[src/rtl/rr_arbiter4_if.sv]
// Request/grant bundle between four clients and the round-robin arbiter.
// Clients drive req; the arbiter returns a one-hot grant and its index.
interface rr_arbiter4_if;
  logic [3:0] req;
  logic [3:0] gnt;
  logic [1:0] gnt_idx;
  logic       gnt_valid;

  modport master (
    output req,
    input  gnt,
    input  gnt_idx,
    input  gnt_valid
  );

  modport slave (
    input  req,
    output gnt,
    output gnt_idx,
    output gnt_valid
  );
endinterface

[src/rtl/rr_arbiter4.sv]
// Four-way round-robin arbiter with bounded hold time per grant.
// Grant index is registered; gnt is its 2-to-4 decode gated by valid.
module rr_arbiter4 #(
  parameter int MAX_HOLD = 8,
  parameter int CNT_W    = 8
) (
  input  logic         clk,
  input  logic         rst_n,
  rr_arbiter4_if.slave bus
);

  typedef enum logic {
    IDLE,
    GRANT
  } state_t;

  localparam logic [CNT_W-1:0] HOLD_MAX =
    CNT_W'(MAX_HOLD);
  localparam logic [CNT_W-1:0] CNT_ONE =
    CNT_W'(1);

  state_t           state_q;
  state_t           state_d;
  logic [1:0]       idx_q;
  logic [1:0]       idx_d;
  logic [1:0]       last_q;
  logic [1:0]       last_d;
  logic             valid_q;
  logic             valid_d;
  logic [CNT_W-1:0] cnt_q;
  logic [CNT_W-1:0] cnt_d;

  logic [3:0] own_bit;
  logic [3:0] others;
  logic [3:0] cand;
  logic       owner_req;
  logic       at_max;
  logic       win_any;
  logic [1:0] win_idx;

  // First set bit of r searching base+1, base+2, base+3, base (mod 4).
  function automatic logic [2:0] rr_pick(
    input logic [3:0] r,
    input logic [1:0] base
  );
    logic [2:0] res;
    logic [1:0] pos;
    res = 3'b000;
    for (int k = 4; k >= 1; k--) begin
      pos = base + 2'(k);
      if (r[pos]) begin
        res = {1'b1, pos};
      end
    end
    return res;
  endfunction

  assign own_bit   = 4'b0001 << idx_q;
  assign others    = bus.req & ~own_bit;
  assign owner_req = |(bus.req & own_bit);
  assign at_max    = (cnt_q >= HOLD_MAX);

  // While granted, last_q equals the owner, so masking the owner
  // and searching from last_q never re-picks the owner.
  assign cand = (state_q == GRANT) ? others : bus.req;

  always_comb begin
    logic [2:0] pick;
    pick    = rr_pick(cand, last_q);
    win_any = pick[2];
    win_idx = pick[1:0];
  end

  always_comb begin
    state_d = state_q;
    idx_d   = idx_q;
    last_d  = last_q;
    valid_d = valid_q;
    cnt_d   = cnt_q;
    unique case (state_q)
      IDLE: begin
        if (win_any) begin
          state_d = GRANT;
          idx_d   = win_idx;
          last_d  = win_idx;
          valid_d = 1'b1;
          cnt_d   = CNT_ONE;
        end
      end
      GRANT: begin
        unique case (1'b1)
          (!owner_req && win_any),
          (owner_req && at_max && win_any): begin
            idx_d   = win_idx;
            last_d  = win_idx;
            valid_d = 1'b1;
            cnt_d   = CNT_ONE;
          end
          (!owner_req && !win_any): begin
            state_d = IDLE;
            valid_d = 1'b0;
            cnt_d   = '0;
          end
          (owner_req && !at_max): begin
            cnt_d = cnt_q + CNT_ONE;
          end
          (owner_req && at_max && !win_any): begin
            cnt_d = CNT_ONE;
          end
          default: begin
            state_d = state_q;
          end
        endcase
      end
      default: begin
        state_d = IDLE;
        valid_d = 1'b0;
        cnt_d   = '0;
      end
    endcase
  end

  always_ff @(posedge clk) begin
    if (!rst_n) begin
      state_q <= IDLE;
      idx_q   <= 2'd0;
      last_q  <= 2'd3;
      valid_q <= 1'b0;
      cnt_q   <= '0;
    end else begin
      state_q <= state_d;
      idx_q   <= idx_d;
      last_q  <= last_d;
      valid_q <= valid_d;
      cnt_q   <= cnt_d;
    end
  end

  always_comb begin
    bus.gnt = 4'b0000;
    if (valid_q) begin
      unique case (idx_q)
        2'd0:    bus.gnt = 4'b0001;
        2'd1:    bus.gnt = 4'b0010;
        2'd2:    bus.gnt = 4'b0100;
        default: bus.gnt = 4'b1000;
      endcase
    end
  end

  assign bus.gnt_idx   = idx_q;
  assign bus.gnt_valid = valid_q;

endmodule

[src/flat_wrapper.sv]
// flat-port wrapper written by rule: the top's interface ports become plain ports
module rr_arbiter4_flat 
#(
  parameter int MAX_HOLD = 8,
  parameter int CNT_W    = 8
)
  (clk, rst_n, bus_req, bus_gnt, bus_gnt_idx, bus_gnt_valid);
  rr_arbiter4_if bus_i ();
  input  logic clk;
  input  logic rst_n;
  input wire logic [$bits(bus_i.req)-1:0] bus_req;
  output wire logic [$bits(bus_i.gnt)-1:0] bus_gnt;
  output wire logic [$bits(bus_i.gnt_idx)-1:0] bus_gnt_idx;
  output wire logic [$bits(bus_i.gnt_valid)-1:0] bus_gnt_valid;
  assign bus_i.req = bus_req;
  assign bus_gnt = bus_i.gnt;
  assign bus_gnt_idx = bus_i.gnt_idx;
  assign bus_gnt_valid = bus_i.gnt_valid;
  rr_arbiter4 #(.MAX_HOLD(MAX_HOLD), .CNT_W(CNT_W)) u_core (.clk(clk), .rst_n(rst_n), .bus(bus_i));
endmodule
[config.mk]
export PLATFORM = sky130hd
export DESIGN_NAME = rr_arbiter4_flat
export DESIGN_NICKNAME = d
export VERILOG_FILES = /design/src/rtl/rr_arbiter4_if.sv /design/src/rtl/rr_arbiter4.sv /design/src/flat_wrapper.sv
export SDC_FILE = /design/constraint.sdc
export NUM_CORES = 1
export LEC_CHECK = 0
export BUFFER_PORTS_ARGS = -buffer_cell sky130_fd_sc_hd__buf_2
export CORE_UTILIZATION = 25
export DETAILED_ROUTE_END_ITERATION = 16
export GPL_TIMING_DRIVEN = 0
export MAX_ROUTING_LAYER = met4
export PLACE_DENSITY = 0.54
export SLEW_MARGIN = 20
export SYNTH_ARGS = -nofsm -noshare
export SYNTH_HDL_FRONTEND = slang
export SYNTH_SLANG_ARGS = --single-unit
[constraint.sdc]
create_clock -name clk -period 3.48 [get_ports clk]
set_clock_uncertainty 0.2 [all_clocks]
set_input_delay 0 -clock clk [delete_from_list [all_inputs] [get_ports clk]]
set_output_delay 0 -clock clk [all_outputs]
set_load 0.02 [all_outputs]
* Word-level counts from Yosys, hierarchy flattened
Cells that the tools add are included.
Storage, ports and cells: register bits 14, input bits 6, output and inout bits 7
Cells by class: add/sub/neg operators 4, magnitude comparators 5, equality and inequality tests 6, shifts and indexed selects 1, multiplexer cells 27, bitwise logic cells 4, reductions and logical operators 16
Operators by type and width (count):
- $pmux W8 S3 | 1
- $pmux W8 S2 | 1
- $lt A2 B3 Y1 const B | 4
- $mux W3 | 4
- $pmux W4 S3 | 1
- $add A8 B1 Y8 const B | 1
- $and A4 B4 Y4 | 2
- $bmux W1 S2 | 4
- $ge A8 B4 Y1 const B | 1
- $mux W4 | 2
- $mux W8 | 1
- $mux W1 | 7
- $logic_and A1 B1 Y1 | 6
- $pmux W1 S2 | 3
- $reduce_and A2 Y1 | 3
- $add A2 B2 Y2 const B | 2
- $mux W2 | 2
- $ne A4 B4 Y1 const B | 1
- $not A4 Y4 | 1
- $pmux W2 S2 | 1
- $reduce_or A4 Y1 | 1
- $shl A1 B2 Y4 const A | 1
- $logic_not A1 Y1 | 3
- $ne A3 B3 Y1 const B | 1
- 9 further kinds | 9

* Depth between registers and ports, before layout
Gate-level depths: netlist of run 1.
depth after elaboration 15, gate-level depth with buffers 7

* Worst setup path before layout of run 1
OpenSTA, ideal clock, no wires.
path kind reg2reg, start register u_core.idx_q[0] (netlist: u_core.bus.gnt_idx[0]), end register u_core.idx_q[1] (netlist: u_core.bus.gnt_idx[1]), setup time 66 ps, arrival 2101 ps, path slack 1113 ps, cell stages (with the launch flop) 7, path through dfxtp_1 buf_6 mux4_2 and4b_1 buf_6 or4b_4 a21boi_2
Between the ends: word-level cells in the longest chain between the ends 14, elaborated cells between the ends (all ways) 29
RTL lines:
- from (decl) | RTL line rr_arbiter4.sv:24 | logic [1:0] idx_q;
- from (signal assigned) | RTL line rr_arbiter4.sv:132 | idx_q <= idx_d;
- $shl A1 B2 Y4 * | RTL line rr_arbiter4.sv:58 | assign own_bit = 4'b0001 << idx_q;
- $not A4 Y4 | RTL line rr_arbiter4.sv:59 | assign others = bus.req & ~own_bit;
- $and A4 B4 Y4 | RTL line rr_arbiter4.sv:59
- $mux W4 | RTL line rr_arbiter4.sv:65 | assign cand = (state_q == GRANT) ? others : bus.req;
- $bmux W1 S2 | RTL line rr_arbiter4.sv:51 | if (r[pos]) begin
- $mux W1 (implied by the code) | RTL line rr_arbiter4.sv:51
- $mux W3 (4 in a row) | RTL line rr_arbiter4.sv:51
- $logic_and A1 B1 Y1 (on tied branches) | RTL line rr_arbiter4.sv:93, rr_arbiter4.sv:92
- $reduce_or A2 Y1
- $ne A2 B2 Y1 (no line)
- $reduce_and A2 Y1 (no line)
Every way passes the cells marked *; elsewhere a longest branch is shown, timed or not. The select of a mux whose other input is x is not followed. A chain may end at the register's enable or synchronous reset.

* Final worst setup path of run 1
Same ends and word-level chain as after synthesis.

==> flow_metrics.py, run 1 <==
metrics = {
    "detailed_routing": {
        "viasPerCell": 4.805,
        "via_count": 788,
        "ant_nets": 0,
        "first_pass_iters": 4,
        "routedWlPerCell_um": 11.21,
        "drtIter0Drc": 53,
        "drcViolationCount": 0,
        "routed_wl_mm": 1.839,
    },
    "global_route": {
        "grt_usage": 0.1221,
        "antenna_found_initial": 0,
        "grt_pass1_wl_mm": 3.153,
        "gr-total-overflow": 0,
        "grt_pass1_vias": 733,
        "grt_max_degree": 11,
    },
    "setup_path": {
        "setup.worst_path.class": "flop to flop",
        "worstSetupEndpointType": "flop",
        "reg2reg_from": "u_core.bus.gnt_idx[0]",
        "startpoint_type": "flop",
        "path_max_fanout": 9,
        "cp-startpoint": "u_core.bus.gnt_idx[0]",
        "slowest_delay_ps": 560,
        "cp_cell_sequence": "buf_6, mux4_2, and4b_1, buf_6, or4b_4, a21boi_2",
        "arrival_ps": 2350,
        "slowest_stage": "mux4_2",
        "required_ps": 3490,
        "timing.critical_path.mode_cell": "buf_6",
    },
    "sta": {
        "post-route-period-util": 0.6723,
        "setup_viol": 0,
        "worst_slack_ps": 1140,
        "max_freq_ghz": 0.4274,
        "period_minus_slack_ps": 2340,
        "setup_tns_ps": 0,
        "rsz0062_at_grt": "false",
        "slew_headroom": 0.7003,
        "final_hold_viol_count": 0,
        "max_slew.worst_pin.slew_ps": 449.5,
        "slew_viol_final": 0,
        "hold_ws_ps": 42.70,
    },
    "die": {
        "fp.dieArea_um2": 3625,
        "io_pins": 13,
        "start_util": 0.2708,
        "core_um2": 3128,
        "rows": 20,
        "chipHeight_um": 60.21,
        "chipWidth_um": 60.21,
    },
    "layout": {
        "fill_cells": 347,
        "num_antenna_cells": 0,
        "area_growth_pct": 16.84,
        "fin_cells": 164,
        "drive_gt1_frac": 0.1667,
        "multi_input_area_um2": 499.2,
        "fin_nets": 130,
        "regArea_um2": 280.3,
    },
    "synth": {
        "ys.warnings.count": 0,
        "synth-seq-cells": 14,
        "synth_cells": 105,
        "syn_area_um2": 847.1,
        "syn_area_per_cell_um2": 8.067,
        "ys_seq_area_frac": 0.3309,
        "synth_cell_types": 35,
        "syn_nets": 113,
    },
    "placed_design": {
        "dp_cells": 160,
        "hpwlAfterDp_mm": 1.420,
        "io_buffers": 11,
        "finalWeightedCongestion": 0.8402,
        "post-place-ws_ps": 1160,
    },
    "clock_tree": {
        "cts_max_level": 1,
        "cts_tree": "built",
        "cts.path.max_buffers": 2,
        "post_cts_buffers": 0,
        "cts_hold_buf": 1,
        "cts-resized-gates": 0,
        "clk_pin_slew_ps": 70,
        "cts-buffers-inserted": 3,
        "cts.sinks": 14,
        "clock_latency_ps": 270,
        "cts_root_buffer": "clkbuf_4",
    },
    "power": {
        "p_clk_frac": 0.193,
        "p_per_area_nw_per_um2": 449.5,
        "ir_drop_uv": 196.4,
        "sequentialPowerShare": 0.426,
        "p_leak_uw": 0.0004049,
        "power_switching_uw": 159.2,
        "intPower_uw": 285.7,
        "p_sw_frac": 0.3578,
        "p_comb_frac": 0.381,
        "total_power_uw": 444.9,
    },
    "hold_path": {
        "hold_path_class": "input pin to flop",
        "holdCritStartpoint": "bus_req[2]",
    },
    "flow_run": {
        "drv_cap": 0,
    },
    "run_status": {
        "outcome": "complete, no violations",
    },
}
[flip-flops by register name (all words and copies together), names as in the netlist]
register and flops:
u_core.bus.gnt_idx 2, u_core.bus.gnt_valid 1, u_core.cnt_q 8, u_core.last_q 2
u_core.state_q 1
[routing by layer]
metal  up-vias  share of wire  GRT usage
met5         -              0          -
met4         0         0.0054    0.07309
met3         2          0.036    0.01948
met2        12           0.48     0.1852
met1       368           0.48     0.1506
li1        406              -          -
[cells in the mapped netlist]
| cell | number | area [um^2] |
|---|---|---|
| nand2b_1 | 1 | 6.260 |
| a31o_2 | 1 | 8.760 |
| a21boi_0 | 3 | 22.52 |
| o22ai_1 | 1 | 6.260 |
| nand3b_1 | 1 | 7.510 |
| a22oi_1 | 1 | 7.510 |
| nand3_1 | 2 | 10.01 |
| or4b_4 | 1 | 13.76 |
| ha_1 | 2 | 25.02 |
| o21a_1 | 1 | 7.510 |
| a31oi_1 | 5 | 31.28 |
| o2111ai_1 | 1 | 8.760 |
| clkbuf_1 | 5 | 18.77 |
| o31ai_1 | 1 | 7.510 |
| inv_1 | 7 | 26.28 |
| buf_6 | 2 | 22.52 |
| and3b_1 | 1 | 8.760 |
| mux4_2 | 1 | 22.52 |
| o21ai_0 | 4 | 20.02 |
| nor3_1 | 3 | 15.01 |
| a21bo_1 | 1 | 10.01 |
| dfxtp_1 | 14 | 280.3 |
| o211ai_1 | 4 | 30.03 |
| nor2b_1 | 4 | 25.02 |
| and3_1 | 2 | 12.51 |
| nor2_1 | 12 | 45.04 |
| a21boi_2 | 1 | 11.26 |
| nand2_1 | 10 | 37.54 |
| a221oi_1 | 1 | 8.760 |
| nor4_1 | 1 | 6.260 |
| mux2i_1 | 4 | 40.04 |
| and4b_1 | 1 | 10.01 |
| o21bai_1 | 1 | 7.510 |
| a21oi_1 | 4 | 20.02 |
| nand4_1 | 1 | 6.260 |
[cells by family after synthesis]
kind of cell	share of synthesized area
flops	0.3309
mux	0.07386
fa+ha+maj	0.02954
simple gates	0.2408
buf+inv	0.07977
compound gates	0.2452
[power groups by stage]
stage	clock, uW	combinational (uW)	sequential [uW]
final	85.9	169	190
after global routing	102	189	193
after CTS	93.8	171	190
after detailed placement	0	169	193
after global placement	0	169	193
after floorplan	0	122	198
[final timing paths]
kind | cells after the start | slack (ps) | endpoint
setup / recovery | 6 | 1140 | u_core.bus.gnt_idx[1]
setup reg to reg | 6 | 1140 | u_core.bus.gnt_idx[1]
hold reg to reg | 2 | 290 | u_core.cnt_q[7]
hold / removal | 5 | 40 | u_core.last_q[0]
[worst max-delay path, delay by kind of cell (launching register included)]
kind	cells	cell delay (ps)
flip-flops	1	350
buffers and inverters	2	280
AND/OR/NAND/NOR	2	780
AO/OA/AOI/OAI	1	120
multiplexers	1	560
[metrics by stage]
step | utilization | area [um^2]
6_report | 0.3164 | 989.7
5_1_grt | 0.3164 | 989.7
4_1_cts | 0.3164 | 989.7
3_5_place_dp | 0.3060 | 957.2
3_3_place_gp | 0.3060 | 957.2
2_1_floorplan | - | 847.1
[cell usage in the layout, fill, tap and decap left out, drive strengths merged, types with 2 or more instances in the layout]
cell type and instances:
inv 7, nor3 3, a21boi 4, nand2 10
and3 2, nor2 12, buf 13, a21oi 4
clkbuf 8, dfxtp 14, ha 2, a31oi 5
o21ai 4, nor2b 4, o211ai 4, mux2i 4
nand3 2
[final cells by class]
class | count | share of cell area
inverter | 7 | 0.02655
clock buffer | 3 | 0.02276
timing repair buffer | 12 | 0.06574
tap | 44 | 0.05563
sequential | 14 | 0.2832
buffer | 7 | 0.04172
multi-input combinational | 77 | 0.5044
Power figures use the tool's default switching activity.
==> inputs of run 2 (changes only) <==
PLACE_DENSITY = 0.55   (was 0.54)
clock period = 2 ns   (was 3.48 ns; I/O delays follow)
==> run 2 against run 1 <==
Effect of this change: the run now ends with negative setup slack left; first-iteration DRC count is 66% lower; design area is 3.0% higher; die area stayed put; global-route usage is 0.60 points higher; sequential share of layout area is 0.47 points lower; sequential power is 76% higher; worst hold slack worse by 4.1 ps; routed wire length is 12% higher; via count is 4.6% higher; critical path depth is 2 lower; critical path type unchanged; largest power group unchanged.
==> flow_metrics.py, run 2 (synthesis gave the netlist of run 1 again) <==
metrics = {
    "die": {
        "io_pins": 13,
        "fp.dieArea_um2": 3625,
        "start_util": 0.2708,
        "core_um2": 3128,
        "rows": 20,
        "chipWidth_um": 60.21,
        "chipHeight_um": 60.21,
    },
    "global_route": {
        "gr-total-overflow": 0,
        "grt_usage": 0.1281,
        "grt_pass1_vias": 781,
        "grt_max_degree": 11,
        "antenna_found_initial": 0,
        "grt_pass1_wl_mm": 3.394,
    },
    "sta": {
        "max_freq_ghz": 0.4842,
        "slew_viol_final": 0,
        "setup_viol": 2,
        "rsz0062_at_grt": "true",
        "post-route-period-util": 1.033,
        "period_minus_slack_ps": 2065,
        "hold_ws_ps": 38.59,
        "max_slew.worst_pin.slew_ps": 411.4,
        "worst_slack_ps": -65.11,
        "final_hold_viol_count": 0,
        "setup_tns_ps": -129.5,
        "slew_headroom": 0.7257,
    },
    "clock_tree": {
        "cts.sinks": 14,
        "cts_root_buffer": "clkbuf_4",
        "cts_max_level": 1,
        "cts_tree": "built",
        "clock_latency_ps": 280,
        "clk_pin_slew_ps": 90,
        "cts-buffers-inserted": 3,
        "cts.path.max_buffers": 2,
    },
    "power": {
        "ir_drop_uv": 360.7,
        "total_power_uw": 847.7,
        "p_per_area_nw_per_um2": 831.3,
        "p_leak_uw": 0.0004276,
    },
    "hold_path": {
        "whs_path_depth": 5,
        "holdPathEnd": "u_core.last_q[0]",
        "hold_path_class": "input pin to flop",
        "holdCritStartpoint": "bus_req[2]",
    },
    "layout": {
        "fin_nets": 131,
        "final_common_cell": "dfxtp_1",
        "drive_gt1_frac": 0.2295,
        "num_antenna_cells": 0,
        "final_cell_mix": "dfxtp_1 (13), nor2_1 (11), buf_2 (11)",
        "largest-register": "u_core.cnt_q",
        "fill_cells": 350,
        "area_growth_pct": 20.38,
        "largest_reg_flops": 8,
    },
    "setup_path": {
        "r2r_setup_slack_ps": -70,
        "startpoint_type": "flop",
        "cp-startpoint": "u_core.bus.gnt_idx[0]",
        "r2r_end": "u_core.last_q[1]",
        "worstSetupEndpointType": "flop",
        "required_ps": 2010,
        "reg2reg_from": "u_core.bus.gnt_idx[0]",
        "setup.worst_path.class": "flop to flop",
        "path_max_fanout": 3,
        "worstRegToRegCells": 4,
        "arrival_ps": 2070,
    },
    "detailed_routing": {
        "first_pass_iters": 6,
        "via_count": 824,
        "drtIter0Drc": 18,
        "drcViolationCount": 0,
        "viasPerCell": 4.964,
        "routed_wl_mm": 2.063,
        "ant_nets": 0,
        "routedWlPerCell_um": 12.43,
    },
    "placed_design": {
        "post-place-ws_ps": -311.0,
        "io_buffers": 11,
        "finalWeightedCongestion": 0.7891,
        "hpwlAfterDp_mm": 1.504,
    },
    "run_status": {
        "failed_checks": "negative setup slack",
        "outcome": "finished with violations",
    },
    "flow_run": {
        "drv_cap": 0,
    },
}
[run 2: cell count changes in the layout (fill, tap and decap cells not counted), sizes merged]
cell    before  now
buf         13   14
clkbuf       8    9
[run 2: worst max-delay path by stage]
stage                                       end  slack [ps]  depth (start not counted)
after detailed placement  u_core.bus.gnt_idx[1]        -310                          6
after CTS                      u_core.last_q[1]        -170                          5
final                          u_core.last_q[1]         -70                          4
after global placement    u_core.bus.gnt_idx[1]        -310                          6
after global routing           u_core.last_q[1]        -120                          4
after floorplan           u_core.bus.gnt_idx[1]        -260                          6
[run 2: timing repair]
| item | 4_1_cts | 5_1_grt |
|---|---|---|
| hold endpoints to repair | 3 | 0 |
| endpoints found under the setup margin | 8 | 9 |
| hold buffers | 1 | 0 |
| pin swaps | 2 | 1 |
| buffers inserted | 3 | 0 |
| gates resized for setup | 3 | 7 |
[run 2: critical path, stage by stage, from the launching register on]
cell and delay (ps):
dfxtp_4 370, mux4_2 540, and4b_1 250, or4b_4 540
o211ai_1 110
[run 2: metal layers]
metal,GRT usage,routed length (um),share of wire
met1,0.1481,935,0.45
met2,0.2135,1032,0.50
met3,0.03247,83,0.040
met4,0.04319,12,0.0058
met5,-,0,0
[run 2: layout make-up]
| cell class | instances | area, um^2 | share of cell area |
|---|---|---|---|
| sequential | 14 | 284.0 | 0.2785 |
| tap | 44 | 55.05 | 0.05399 |
| inverter | 7 | 26.28 | 0.02577 |
| buffer | 5 | 21.27 | 0.02086 |
| multi-input combinational | 77 | 509.2 | 0.4994 |
| timing repair buffer | 15 | 87.58 | 0.08589 |
| clock buffer | 4 | 36.28 | 0.03558 |
[run 2: report_power, final]
part           internal [uW]  switching [uW]
Combinational            130             182
Clock                    111            90.4
Sequential               307            28.4
[run 2: metrics by stage]
stage | area (um^2) | instances | utilization
2_1_floorplan | 854.6 | 105 | -
3_5_place_dp | 964.7 | 160 | 0.3084
5_1_grt | 1020 | 166 | 0.3260
4_1_cts | 1022 | 167 | 0.3268
6_report | 1020 | 166 | 0.3260
3_3_place_gp | 964.7 | 160 | 0.3084
==> inputs of run 3 (changes only) <==
--- a/config.mk
+++ b/config.mk
@@ -8,2 +8,3 @@
 export BUFFER_PORTS_ARGS = -buffer_cell sky130_fd_sc_hd__buf_2
+export CORE_MARGIN = 2
 export CORE_UTILIZATION = 25
--- a/constraint.sdc
+++ b/constraint.sdc
@@ -4,2 +4,2 @@
 set_output_delay 0 -clock clk [all_outputs]
-set_load 0.02 [all_outputs]
+set_load 0.05 [all_outputs]
==> run 3 against run 2 <==
Effect of this change: the run still ends with negative setup slack left; utilization grew 0.31 points; largest cell class unchanged; global-route usage fell by 1.9 points; critical path type unchanged; combinational power rose by 25%; setup slack improved by 14 ps.
==> flow_metrics.py, run 3 (synthesis gave the netlist of run 1 again) <==
metrics = {
    "setup_path": {
        "required_ps": 2020,
        "worstSetupEndpointType": "flop",
        "cp-startpoint": "u_core.bus.gnt_idx[0]",
        "cp_cell_sequence": "mux4_2, and4b_2, or4b_4, a21boi_2",
        "path_max_fanout": 2,
        "slowest_stage": "or4b_4",
        "arrival_ps": 2070,
        "startpoint_type": "flop",
        "crit_buf_inv": 0,
        "slowest_delay_ps": 550,
        "reg2reg_from": "u_core.bus.gnt_idx[0]",
        "crit_family": "simple AND/OR/NAND/NOR gates",
        "setup.worst_path.class": "flop to flop",
    },
    "detailed_routing": {
        "ant_nets": 0,
        "drcViolationCount": 0,
        "routed_wl_mm": 1.949,
        "via_count": 829,
        "viasPerCell": 4.848,
        "routedWlPerCell_um": 11.40,
        "drtIter0Drc": 110,
        "first_pass_iters": 6,
    },
    "global_route": {
        "grt_pass1_wl_mm": 3.374,
        "gr-total-overflow": 0,
        "grtUsageMet1": 0.1142,
        "grt-busiest-layer": "met2",
        "antenna_found_initial": 0,
        "met3_usage": 0.01449,
        "grt_max_degree": 11,
        "grt_use_met2": 0.1984,
        "grt_pass1_vias": 809,
        "grt_usage": 0.1094,
    },
    "die": {
        "start_util": 0.2579,
        "core_um2": 3284,
        "chipHeight_um": 62.21,
        "fp.dieArea_um2": 3870,
        "io_pins": 13,
        "rows": 21,
        "chipWidth_um": 62.21,
    },
    "clock_tree": {
        "cts_root_buffer": "clkbuf_4",
        "cts_max_level": 1,
        "cts.sinks": 14,
        "cts-buffers-inserted": 3,
        "cts_tree": "built",
        "clock_latency_ps": 280,
        "clk_pin_slew_ps": 80,
        "cts.path.max_buffers": 2,
    },
    "sta": {
        "max_slew.worst_pin.slew_ps": 460.6,
        "final_hold_viol_count": 0,
        "post-route-period-util": 1.025,
        "hold_ws_ps": 46.02,
        "setup_viol": 4,
        "period_minus_slack_ps": 2051,
        "rsz0062_at_grt": "true",
        "worst_slack_ps": -50.75,
        "max_freq_ghz": 0.4876,
        "slew_headroom": 0.6915,
        "slew_viol_final": 0,
    },
    "placed_design": {
        "post-place-ws_ps": -295.6,
        "finalWeightedCongestion": 0.7319,
        "io_buffers": 11,
        "hpwlAfterDp_mm": 1.428,
    },
    "layout": {
        "fin_nets": 134,
        "drive_gt1_frac": 0.2880,
        "largest-register": "u_core.cnt_q",
        "final_common_cell": "dfxtp_1",
        "largest_reg_flops": 8,
        "num_antenna_cells": 0,
        "area_growth_pct": 27.62,
        "final_cell_mix": "dfxtp_1 (13), buf_2 (11), nand2_1 (10), nor2_1 (10), inv_1 (7)",
    },
    "power": {
        "p_leak_uw": 0.0004491,
        "ir_drop_uv": 183.1,
        "p_per_area_nw_per_um2": 857.4,
    },
    "run_status": {
        "failed_checks": "negative setup slack",
        "outcome": "finished with violations",
    },
    "flow_run": {
        "drv_cap": 0,
    },
    "hold_path": {
        "hold_path_class": "input pin to flop",
        "holdCritStartpoint": "bus_req[2]",
    },
}
run 3: worst paths after layout:
check	to	slack [ps]	depth (start not counted)
hold reg to reg	u_core.cnt_q[7]	290	2
setup / recovery	u_core.bus.gnt_idx[1]	-50	4
setup reg to reg	u_core.bus.gnt_idx[1]	-50	4
hold / removal	u_core.last_q[0]	50	5
run 3: timing repair:
item / in CTS / in global routing
resized for setup: 2 / 14
pin swaps: 1 / 2
endpoints found under the hold margin: 3 / 0
setup buffers: 4 / 2
hold buffers: 1 / 0
setup endpoints to repair: 8 / 8
run 3: layout make-up:
class                           count  area (um^2)
Timing Repair Buffer               18        113.9
Multi-Input combinational cell     77        541.8
Inverter                            7        26.28
Clock buffer                        4        36.28
Sequential cell                    14        284.0
Fill cell                         369         2203
Buffer                              5        21.27
Tap cell                           46        57.56
run 3: stage by stage:
step                area [um^2]  setup TNS, ps    util  std cells  power [uW]
floorplan                 859.6          -1197       -        105       613.4
global placement          972.2         -923.0  0.2960        162       678.8
detailed placement        972.2         -940.6  0.2960        162       684.4
CTS                        1041         -216.1  0.3170        170       904.9
global route               1081         -476.7  0.3291        171       986.6
finish                     1081         -127.3  0.3291        171       926.9
run 3: where the power goes:
group	total, uW	internal, uW	switching, uW
logic	391	155	236
clock network	200	111	89.5
registers	336	307	29.1
run 3: worst register-to-register path, cell delays in order (launching register included):
cell      delay, ps
dfxtp_4         360
mux4_2          510
and4b_2         250
or4b_4          550
a21boi_2        120
run 3: layer usage:
metal,part of all wire,wire length (um)
met1,0.44,856
met2,0.51,986
met3,0.037,73
met4,0.016,32
met5,0,0
